## src/rtl/spawn_pkg.sv

```systemverilog
`default_nettype none
// ============================================================================
//  Module   : spawn_pkg
//  Brief    : Shared state encoding, type codes and speed gating table for
//             the spawn scheduler.
//  Revision : 1.0
// ============================================================================
package spawn_pkg;

    typedef logic [2:0] state_t;

    localparam state_t c_IDLE   = 3'd0;
    localparam state_t c_RUN    = 3'd1;
    localparam state_t c_SPAWN  = 3'd2;
    localparam state_t c_SETTLE = 3'd3;
    localparam state_t c_RETIRE = 3'd4;
    localparam state_t c_HALT   = 3'd5;

    localparam int c_TYPE_NONE = 0;
    localparam int c_RNG_W     = 11;
    localparam int c_X_W       = 11;
    localparam int c_WID_W     = 10;
    localparam int c_GAP_W     = 11;

    // Speed is fixed point with 6 fractional bits; type N unlocks at speed N.0
    localparam int c_SPEED_SCALE = 64;

    localparam logic [15:0] c_MIN_SPEED [16] = '{
        16'(0),                  16'(1 * c_SPEED_SCALE),  16'(2 * c_SPEED_SCALE),
        16'(3 * c_SPEED_SCALE),  16'(4 * c_SPEED_SCALE),  16'(5 * c_SPEED_SCALE),
        16'(6 * c_SPEED_SCALE),  16'(7 * c_SPEED_SCALE),  16'(8 * c_SPEED_SCALE),
        16'(9 * c_SPEED_SCALE),  16'(10 * c_SPEED_SCALE), 16'(11 * c_SPEED_SCALE),
        16'(12 * c_SPEED_SCALE), 16'(13 * c_SPEED_SCALE), 16'(14 * c_SPEED_SCALE),
        16'(15 * c_SPEED_SCALE)
    };

endpackage
`default_nettype wire

```

## src/rtl/spawn_type_picker.sv

```systemverilog
`default_nettype none
// ============================================================================
//  Module   : spawn_type_picker
//  Brief    : Combinational choice of the next object type from the random
//             word, honouring the duplicate-run limit and speed gating.
//  Revision : 1.0
// ============================================================================
module spawn_type_picker
    import spawn_pkg::*;
#(
    parameter int SLOTS      = 7,
    parameter int TYPE_COUNT = 3,
    parameter int MAX_DUP    = 2,
    parameter int SPEED_W    = 15,
    localparam int IW        = $clog2(SLOTS),
    localparam int TW        = $clog2(TYPE_COUNT + 1)
) (
    input  logic [c_RNG_W-1:0]    i_rng,
    input  logic [SPEED_W-1:0]    i_speed,
    input  logic [MAX_DUP*TW-1:0] i_last_types,
    input  logic [IW:0]           i_count,
    output logic                  o_valid,
    output logic [TW-1:0]         o_type
);

    logic [TYPE_COUNT-1:0] w_pass;
    logic [TW-1:0]         w_cand [TYPE_COUNT];
    logic                  w_dup_armed;

    assign w_dup_armed = (i_count >= (IW+1)'(MAX_DUP));

    for (genvar i = 0; i < TYPE_COUNT; i++) begin : g_cand
        logic [11:0] w_sum;
        logic [11:0] w_mod;
        logic        w_same;

        assign w_sum     = {1'b0, i_rng} + 12'(i);
        assign w_mod     = w_sum % 12'(TYPE_COUNT);
        assign w_cand[i] = TW'(w_mod + 12'd1);

        always_comb begin
            w_same = 1'b1;
            for (int k = 0; k < MAX_DUP; k++) begin
                if (i_last_types[k*TW +: TW] != w_cand[i]) begin
                    w_same = 1'b0;
                end
            end
        end

        assign w_pass[i] = !(w_dup_armed && w_same) &&
                           (32'(i_speed) >= 32'(c_MIN_SPEED[4'(w_cand[i])]));
    end

    // Walk from the last candidate down so the lowest passing index wins
    always_comb begin
        o_valid = 1'b0;
        o_type  = '0;
        for (int i = TYPE_COUNT - 1; i >= 0; i--) begin
            if (w_pass[i]) begin
                o_valid = 1'b1;
                o_type  = w_cand[i];
            end
        end
    end

endmodule
`default_nettype wire

```

## src/rtl/spawn_scheduler.sv

```systemverilog
`default_nettype none
// ============================================================================
//  Module   : spawn_scheduler
//  Brief    : Per-frame ring scheduler for scrolling object slots: spawns
//             behind the trailing object and retires expired ones at the front.
//  Revision : 1.0
// ============================================================================
module spawn_scheduler
    import spawn_pkg::*;
#(
    parameter int SLOTS      = 7,
    parameter int TYPE_COUNT = 3,
    parameter int MAX_DUP    = 2,
    parameter int RETIRE_MAX = 2,
    parameter int GAME_WIDTH = 640,
    parameter int SPEED_W    = 15,
    localparam int IW        = $clog2(SLOTS),
    localparam int TW        = $clog2(TYPE_COUNT + 1)
) (
    input  logic                     clk,
    input  logic                     rst,
    input  logic                     i_update,
    input  logic                     i_start,
    input  logic                     i_crash,
    input  logic                     i_enable,
    input  logic [SPEED_W-1:0]       i_speed,
    input  logic [c_RNG_W-1:0]       i_rng_data,
    input  logic [SLOTS-1:0]         i_slot_remove,
    input  logic [SLOTS-1:0]         i_slot_visible,
    input  logic [SLOTS*c_X_W-1:0]   i_slot_x_pos,
    input  logic [SLOTS*c_WID_W-1:0] i_slot_width,
    input  logic [SLOTS*c_GAP_W-1:0] i_slot_gap,
    output logic                     o_slot_update,
    output logic [SLOTS-1:0]         o_slot_start,
    output logic [SLOTS*TW-1:0]      o_slot_type,
    output logic [IW-1:0]            o_front_idx,
    output logic [IW:0]              o_count,
    output logic                     o_full,
    output logic                     o_frame_done
);

    localparam int            RW            = $clog2(RETIRE_MAX + 1);
    localparam logic [IW:0]   c_SLOTS_CNT   = (IW+1)'(SLOTS);
    localparam logic [IW-1:0] c_LAST_IDX    = IW'(SLOTS - 1);
    localparam logic [RW-1:0] c_RETIRE_LAST = RW'(RETIRE_MAX - 1);

    function automatic logic [IW-1:0] incr(input logic [IW-1:0] p);
        return (p == c_LAST_IDX) ? '0 : p + IW'(1);
    endfunction

    // Registered copies of every input: all decisions use a stable sample
    logic                     r_update, r_start, r_crash, r_enable;
    logic [SPEED_W-1:0]       r_speed;
    logic [c_RNG_W-1:0]       r_rng;
    logic [SLOTS-1:0]         r_remove, r_visible;
    logic [SLOTS*c_X_W-1:0]   r_x_pos;
    logic [SLOTS*c_WID_W-1:0] r_width;
    logic [SLOTS*c_GAP_W-1:0] r_gap;

    state_t                   r_state;
    logic [IW-1:0]            r_front, r_back;
    logic [IW:0]              r_count;
    logic [SLOTS-1:0]         r_slot_start;
    logic [TW-1:0]            r_type_arr [SLOTS];
    logic [RW-1:0]            r_retired;

    logic [c_X_W-1:0]         w_x_arr [SLOTS];
    logic [c_WID_W-1:0]       w_w_arr [SLOTS];
    logic [c_GAP_W-1:0]       w_g_arr [SLOTS];
    logic [IW-1:0]            w_last_idx [MAX_DUP];
    logic [MAX_DUP*TW-1:0]    w_last_types;
    logic [IW-1:0]            w_last;
    logic signed [12:0]       w_reach;
    logic                     w_gap_ok, w_empty, w_is_full;
    logic                     w_pick_valid, w_spawn, w_retire, w_retire_last;
    logic [TW-1:0]            w_pick_type;

    for (genvar s = 0; s < SLOTS; s++) begin : g_slot
        assign w_x_arr[s]               = r_x_pos[s*c_X_W +: c_X_W];
        assign w_w_arr[s]               = r_width[s*c_WID_W +: c_WID_W];
        assign w_g_arr[s]               = r_gap[s*c_GAP_W +: c_GAP_W];
        assign o_slot_type[s*TW +: TW]  = r_type_arr[s];
    end

    // Slot k places behind back: (back + SLOTS - 1 - k) mod SLOTS, one subtract
    for (genvar k = 0; k < MAX_DUP; k++) begin : g_last
        localparam logic [IW:0] c_OFF = (IW+1)'(SLOTS - 1 - k);
        logic [IW:0] w_sum;

        assign w_sum         = {1'b0, r_back} + c_OFF;
        assign w_last_idx[k] = (w_sum >= c_SLOTS_CNT) ? IW'(w_sum - c_SLOTS_CNT)
                                                      : w_sum[IW-1:0];
        assign w_last_types[k*TW +: TW] = r_type_arr[w_last_idx[k]];
    end

    assign w_last    = w_last_idx[0];
    assign w_reach   = {{2{w_x_arr[w_last][c_X_W-1]}}, w_x_arr[w_last]}
                     + {3'b000, w_w_arr[w_last]}
                     + {2'b00, w_g_arr[w_last]};
    assign w_gap_ok  = (w_reach < $signed(13'(GAME_WIDTH)));
    assign w_empty   = (r_count == '0);
    assign w_is_full = (r_count == c_SLOTS_CNT);

    spawn_type_picker #(
        .SLOTS      (SLOTS),
        .TYPE_COUNT (TYPE_COUNT),
        .MAX_DUP    (MAX_DUP),
        .SPEED_W    (SPEED_W)
    ) u_picker (
        .i_rng        (r_rng),
        .i_speed      (r_speed),
        .i_last_types (w_last_types),
        .i_count      (r_count),
        .o_valid      (w_pick_valid),
        .o_type       (w_pick_type)
    );

    assign w_spawn       = r_enable && w_pick_valid && !w_is_full &&
                           (w_empty || (r_visible[w_last] && w_gap_ok));
    assign w_retire      = !w_empty && r_remove[r_front];
    assign w_retire_last = (r_retired == c_RETIRE_LAST);

    assign o_slot_update = (r_state == c_SPAWN);
    assign o_frame_done  = (r_state == c_RETIRE) && !r_crash &&
                           (!w_retire || w_retire_last);
    assign o_slot_start  = r_slot_start;
    assign o_front_idx   = r_front;
    assign o_count       = r_count;
    assign o_full        = w_is_full;

    always_ff @(posedge clk) begin
        if (rst) begin
            r_update     <= 1'b0;
            r_start      <= 1'b0;
            r_crash      <= 1'b0;
            r_enable     <= 1'b0;
            r_speed      <= '0;
            r_rng        <= '0;
            r_remove     <= '0;
            r_visible    <= '0;
            r_x_pos      <= '0;
            r_width      <= '0;
            r_gap        <= '0;
            r_state      <= c_IDLE;
            r_front      <= '0;
            r_back       <= '0;
            r_count      <= '0;
            r_slot_start <= '0;
            r_retired    <= '0;
            for (int s = 0; s < SLOTS; s++) begin
                r_type_arr[s] <= TW'(c_TYPE_NONE);
            end
        end else begin
            r_update  <= i_update;
            r_start   <= i_start;
            r_crash   <= i_crash;
            r_enable  <= i_enable;
            r_speed   <= i_speed;
            r_rng     <= i_rng_data;
            r_remove  <= i_slot_remove;
            r_visible <= i_slot_visible;
            r_x_pos   <= i_slot_x_pos;
            r_width   <= i_slot_width;
            r_gap     <= i_slot_gap;

            case (r_state)
                c_IDLE: begin
                    if (r_start) begin
                        r_state <= c_RUN;
                    end
                end
                c_RUN: begin
                    if (r_crash) begin
                        r_state <= c_HALT;
                    end else if (r_update) begin
                        r_state <= c_SPAWN;
                    end
                end
                c_SPAWN: begin
                    if (r_crash) begin
                        r_state <= c_HALT;
                    end else begin
                        r_state <= c_SETTLE;
                        if (w_spawn) begin
                            r_type_arr[r_back]   <= w_pick_type;
                            r_slot_start[r_back] <= 1'b1;
                            r_back               <= incr(r_back);
                            r_count              <= r_count + (IW+1)'(1);
                        end
                    end
                end
                c_SETTLE: begin
                    if (r_crash) begin
                        r_state <= c_HALT;
                    end else begin
                        r_state   <= c_RETIRE;
                        r_retired <= '0;
                    end
                end
                c_RETIRE: begin
                    if (r_crash) begin
                        r_state <= c_HALT;
                    end else begin
                        if (w_retire) begin
                            r_slot_start[r_front] <= 1'b0;
                            r_type_arr[r_front]   <= TW'(c_TYPE_NONE);
                            r_front               <= incr(r_front);
                            r_count               <= r_count - (IW+1)'(1);
                            r_retired             <= r_retired + RW'(1);
                        end
                        if (!w_retire || w_retire_last) begin
                            r_state <= c_RUN;
                        end
                    end
                end
                c_HALT: begin
                    if (r_start) begin
                        r_state      <= c_RUN;
                        r_front      <= '0;
                        r_back       <= '0;
                        r_count      <= '0;
                        r_slot_start <= '0;
                        for (int s = 0; s < SLOTS; s++) begin
                            r_type_arr[s] <= TW'(c_TYPE_NONE);
                        end
                    end
                end
                default: r_state <= c_IDLE;
            endcase
        end
    end

endmodule
`default_nettype wire

```

## config.mk

```make
export PLATFORM = sky130hd
export DESIGN_NAME = spawn_scheduler
export DESIGN_NICKNAME = d
export VERILOG_FILES = /design/src/rtl/spawn_pkg.sv /design/src/rtl/spawn_type_picker.sv /design/src/rtl/spawn_scheduler.sv
export SDC_FILE = /design/constraint.sdc
export NUM_CORES = 1
export LEC_CHECK = 0
export BUFFER_PORTS_ARGS = -buffer_cell sky130_fd_sc_hd__buf_2
export CAP_MARGIN = 20
export CELL_PAD_IN_SITES_DETAIL_PLACEMENT = 1
export CELL_PAD_IN_SITES_GLOBAL_PLACEMENT = 2
export CORE_UTILIZATION = 32
export DETAILED_ROUTE_END_ITERATION = 12
export GPL_TIMING_DRIVEN = 0
export PLACE_DENSITY_LB_ADDON = 0.3
export SLEW_MARGIN = 5
export SYNTH_ARGS = -nofsm -noshare
export SYNTH_HDL_FRONTEND = slang
export SYNTH_SLANG_ARGS = --single-unit
```

## constraint.sdc

```tcl
create_clock -name clk -period 11.2 [get_ports clk]
set_input_delay 0.56 -clock clk [delete_from_list [all_inputs] [get_ports clk]]
set_output_delay 0.56 -clock clk [all_outputs]
set_load 0.02 [all_outputs]
```

-- Yosys cells after proc, flatten, opt, wreduce, memory -nomap -nowiden
Memory sizes are Yosys's and may differ from the RTL's.
Cells that the tools add are included.
W data, S select, Z words.
- bits in registers: 290
- RAM bits: 14
- bits in read-only memories: 768
- output and inout bits: 31
- logic and storage cells: 231
- memories: 4
- memories (name ; depth ; bits a word ; rd ports ; clocked after memory_dff ; write ports ; line ; text):
    (name not given) ; 16 ; 16 ; 1 ; 0 ; 0 ; spawn_type_picker.sv:51 ; (32'(i_speed) >= 32'(c_MIN_SPEED[4'(w_cand[i])]));
    (name not given) ; 16 ; 16 ; 1 ; 0 ; 0 ; spawn_type_picker.sv:51 ;
    (name not given) ; 16 ; 16 ; 1 ; 0 ; 0 ; spawn_type_picker.sv:51 ;
    r_type_arr ; 7 ; 2 ; 9 ; 0 ; 7 ; spawn_scheduler.sv:64 ; logic [TW-1:0] r_type_arr [SLOTS];
- add/sub/neg operators: 16
- divide/modulo/power cells: 3
- order comparisons: 16
- equal/unequal tests: 24
- mux-type cells: 99
- bitwise operators: 14
- reduce and logical (&&, ||, !) cells: 38
- operators by type and width (cell ; number):
    $mux W16 ; 6
    $bmux W11 S3 ; 2
    $mux W3 ; 17
    $ge A15 B16 Y1 ; 3
    $mux W11 ; 4
    $mux W7 ; 5
    $mux W1 ; 32
    $bmux W10 S3 ; 1
    $mux W2 ; 15
    $mod A12 B2 Y12 const B ; 2
    $pmux W7 S3 ; 1
    $mux W10 ; 2
    $mux W4 ; 5
    $ge A5 B5 Y1 const B ; 3
    $logic_and A1 B1 Y1 ; 15
    $not A2 Y5 ; 3
    $pmux W3 S5 ; 1
    $add A12 B12 Y13 ; 1
    $lt A13 B11 Y1 const B ; 1
    $add A11 B1 Y12 const B ; 1
    $add A11 B11 Y12 ; 1
    $add A11 B2 Y12 const B ; 1
    $eq A3 B3 Y1 const B ; 4
    $lt A3 B4 Y1 const B ; 3
    other kinds (40) ; 81

-- Longest topological paths before layout
An unclocked memory read counts as a cell.
- depth after elaboration: 24
- depth in mapped cells: 42

-- Hierarchy
Synthesis repeated with hierarchy kept, for this count alone.
- cells, all modules: 1732
- area, all modules: 15877.7 µm²
- modules (own cells, without submodules) (module ; times used ; cells an instance ; area each (µm²) ; sequential area each (µm²)):
    spawn_scheduler ; 1 ; 1225 ; 12505.7 ; 6286.0
    spawn_type_picker ; 1 ; 507 ; 3372.0 ; 0.0

-- Least setup slack after synthesis
Ideal clock, no wire load.
- path type: reg2reg
- start: register r_rng[2]
- end: memory r_type_arr[3][0] in the netlist's numbering (enable)
- library setup time: 0.274 ns
- data arrival time: 8.578 ns
- path slack: 2.347 ns
- cell stages (with the launch flop): 41
- clock period less this slack: 8.853 ns
- cells stage by stage: dfxtp_1 -> buf_2 -> inv_1 -> ha_1 -> nor2b_1 -> o21ai_2 -> and3_1 -> o21a_1 -> o2111a_2 -> nand2b_1 -> buf_6 -> a22oi_4 -> o21ai_2 -> or3_1 -> xor2_2 -> a32oi_4 -> a211oi_2 -> a21oi_1 -> (+5 left out) -> inv_1 -> and4_1 -> xnor2_1 -> inv_1 -> ha_1 -> a2111oi_0 -> o211ai_1 -> a311o_1 -> xnor2_1 -> ha_1 -> inv_1 -> o21ai_0 -> a211oi_1 -> nor2_1 -> a31o_1 -> buf_6 -> a31oi_4 -> o21ai_1
- RTL lines (element ; line ; text):
    start: declaration ; spawn_scheduler.sv:54 ; logic [c_RNG_W-1:0] r_rng;
    start signal: assignment ; spawn_scheduler.sv:159 ; r_rng <= i_rng_data;
    end: declaration ; spawn_scheduler.sv:64 ;

==> summary.txt <==
Logic synthesis
  – Synth area leader: dfxtp_1
  – Synth top area share: roughly a third
  – Count leader, synth: dfxtp_1
  – Main area contributors after synthesis: dfxtp_1 (35%), nor2b_1 (11%), mux4_2 (5.1%)
  – Post-synth EDFFs: 16
  – Post-synth ARST share: 0%
  – Warnings, synthesis: 0
  – Unique cell type count in the Yosys netlist: 111
  – Yosys reg bits: 306
  – Gate Count Post-Synth: about 1800
  – Commonest register cell after synthesis: dfxtp_1
  – Synth Net Count: between 2000 and 2500
  – Cell Area, Synth: roughly 16000 µm²
  – Top cells by count, synth: dfxtp_1 (290), nor2b_1 (282), nand2_1 (167), a21oi_1 (107), nor2_1 (100)
  – Sequential cell area fraction in the yosys report: about two fifths
  – Post-Syn Area per Cell: ~9 µm²

Worst setup path
  – CP bufs+invs: 5
  – Crit-path most repeated cell: ha_1
  – Worst EP arrival: ~11000 ps
  – CP max FO: 10
  – Critical path data required time: ~11000 ps
  – Slowest stage cell, crit path: dfxtp_1
  – Top delay family on crit path: compound AO/OA/AOI/OAI gates
  – Cells on worst reg2reg path: 38
  – CP peak stage delay: about 630 ps
  – CP endpoint: r_type_arr[6][0]
  – Crit Path Class: flop to flop
  – Instance count on the critical path: 38
  – Worst setup startpoint: r_rng[0]
  – CP endpoint kind: flop
  – Crit path launch type: flop
  – R2R Setup Slk: about 810 ps
  – Worst R2R End: r_type_arr[6][0]
  – RR Startpoint: r_rng[0]

Global routing
  – First-pass GRT wire length: 91500 µm
  – Largest net degree at the start of global routing: 14
  – Vias in the first global route: between 15000 and 20000
  – Grt total ovfl: 0
  – GRT Total Usage: between 20% and 30%
  – Antenna violations before repair: 14

Clock tree
  – CTS tree: done
  – Clock tree root buffer cell: clkbuf_16
  – Clock-pin slew on the worst setup and hold paths: about 60 ps
  – Num CTS Buffers: 36
  – Clk_lat worst skew: 560 ps
  – H-tree levels: 2
  – Clk sinks: between 300 and 400
  – Hold-fix buffers at CTS: 0
  – CTS max path bufs: 3

Placement
  – Placer Congestion: around 0.87
  – Post-DP HPWL: 47600 µm
  – # port buffers: 300
  – Placed insts: around 2800

Final layout
  – Fillers: 5982
  – Area delta synth->final: 22.1%
  – Nets: 2500
  – Non-Filler Instances: about 2900
  – Share of post-route cells with drive strength above 1: between 20% and 30%

Timing
  – Tcrit/Tclk final: about 93%
  – Tmin final: 10390 ps
  – Fin. Hold Viols: 0
  – Hold WS: about 210 ps
  – Slew Viols, Final: 0
  – Slew headroom: between 20 and 30%
  – Fmax: 96.3 MHz
  – Clock Skew: between 15 and 20 ps
  – Count of final setup violators: 0
  – Slew @ Worst Pin: around 1100 ps

Drt
  – Post-Route WL: around 60000 µm
  – DR vias: ~15000
  – DRC: 0
  – Routed wire per std cell: roughly 21 µm
  – Vias per Instance: 5.12
  – First-pass DRT Iterations: 5
  – DRT antenna net count: 0
  – 1st-iter DRT viols: 670

Pwr
  – Peak supply drop: between 0.09 and 0.1 mV
  – PD cells: ~150 nW/µm²
  – Static Leak: a little over 8 nW

Floorplan
  – IO Pins: ~300
  – Die height: 229 µm
  – Starting Density: 32.6%
  – Core box area: 50500 µm²
  – Die X: ~230 µm
  – Row Count: about 80
  – Die area: about 52000 µm²

Flow run
  – Max Cap Viol: 0

Run status
  – Status: completed

Hold path
  – Hold/Removal Path Class: primary input to flop
==> sequential cells by signal (all words and copies together), names as in the netlist <==
signal / count
o_slot_start: 7
r_width: 70
o_front_idx: 3
r_type_arr: 16
r_rng: 11
r_remove: 7
r_back: 3
r_crash: 1
r_gap: 77
r_retired: 2
r_x_pos: 77
r_enable: 1
r_state: 3
r_update: 1
o_count: 4
r_start: 1
r_speed: 15
r_visible: 7
==> routing by layer <==
layer  vias up  part of all wire, %  track usage (%)
li1       7128                    -                -
met1      7164                   45             29.0
met2       333                   48             38.7
met3        89                  4.1             3.48
met4        14                  2.3             6.46
met5         -                 0.15                0
==> per-stage QoR <==
step	setup TNS [ps]	total power, mW	area, µm²	util (%)	setup WS (ps)
after floorplan	0	1.70	16500	-	2350
after global placement	-65.4	1.92	18800	37.3	-13.5
after detailed placement	-4010	1.94	18800	37.3	-179
after CTS	0	3.12	20000	39.6	120
after global routing	-0.491	3.26	20100	39.8	-0.491
final	0	3.10	20100	39.8	815
==> kinds of logic (layout without fill, tap and decap cells) <==
kind of cell               after synthesis  count (layout)  share of synthesized area [%]
xor gates and xnor gates                62              62                           3.47
and+or+nand+nor                        741             741                           24.3
muxes                                   81              81                           7.81
adders and majority gates               56              56                           4.68
DFF                                    306             306                           38.2
AOI/OAI and AO/OA                      413             413                           17.3
buffers and inverters                  172             541                           4.22
other                                    0               4                              0
==> worst min-delay path by stage <==
stage / startpoint / to / slack [ps] / cells past startpoint
floorplan: r_retired[1] / r_retired[1] / 460 / 2
global placement: o_slot_start[2] / o_slot_start[2] / 470 / 2
detailed placement: r_retired[1] / r_retired[1] / 480 / 2
CTS: i_speed[5] / r_speed[5] / 170 / 2
global route: i_slot_width[68] / r_width[68] / 200 / 2
finish: i_speed[5] / r_speed[5] / 210 / 2
==> report_power, final <==
| part | leakage, nW | internal (mW) | switching, mW |
|---|---|---|---|
| registers | 2.57 | 1.16 | 0.0229 |
| logic | 5.08 | 0.306 | 0.444 |
| clock network | 0.576 | 0.686 | 0.482 |
==> area by class of cell <==
| class | instances | area (µm²) | area share [%] |
|---|---|---|---|
| repair buffers | 307 | 1560 | 7.75 |
| clock inverters | 13 | 158 | 0.784 |
| diodes | 4 | 10.0 | 0.0498 |
| well taps | 672 | 841 | 4.18 |
| multi-input cells | 1353 | 9540 | 47.5 |
| clock buffers | 49 | 1010 | 5.04 |
| plain buffers | 110 | 463 | 2.30 |
| inverters | 62 | 236 | 1.18 |
| flip-flops and latches | 306 | 6290 | 31.3 |
==> repair_timing <==
item                                    4_1_cts  5_1_grt
pin swaps                                     0        1
endpoints found under the setup margin       34       46
gates resized for setup                       2       14
buffers inserted                              0        5
hold endpoints to repair                      0        0
==> cell usage in the layout (no fill, tap or decap), drive strengths merged, types with 9 or more instances in the layout <==
cell type and n:
nor2b 282, o21ai 84, xnor2 38, a211oi 20, nor2 101, a21oi 108, nor3 51, dfxtp 290
and3 14, or2 10, a31oi 46, nand2b 15, mux4 37, or3 14, ha 44, mux2i 34
buf 331, clkbuf 135, inv 63, nand2 167, o21a 11, nand4 12, fa 10, a21o 17
edfxtp 16, a41oi 9, xor2 23, o211ai 18, o22ai 14, nand3 37, nor4 11, mux2 10
Power figures use the tool's default switching activity.
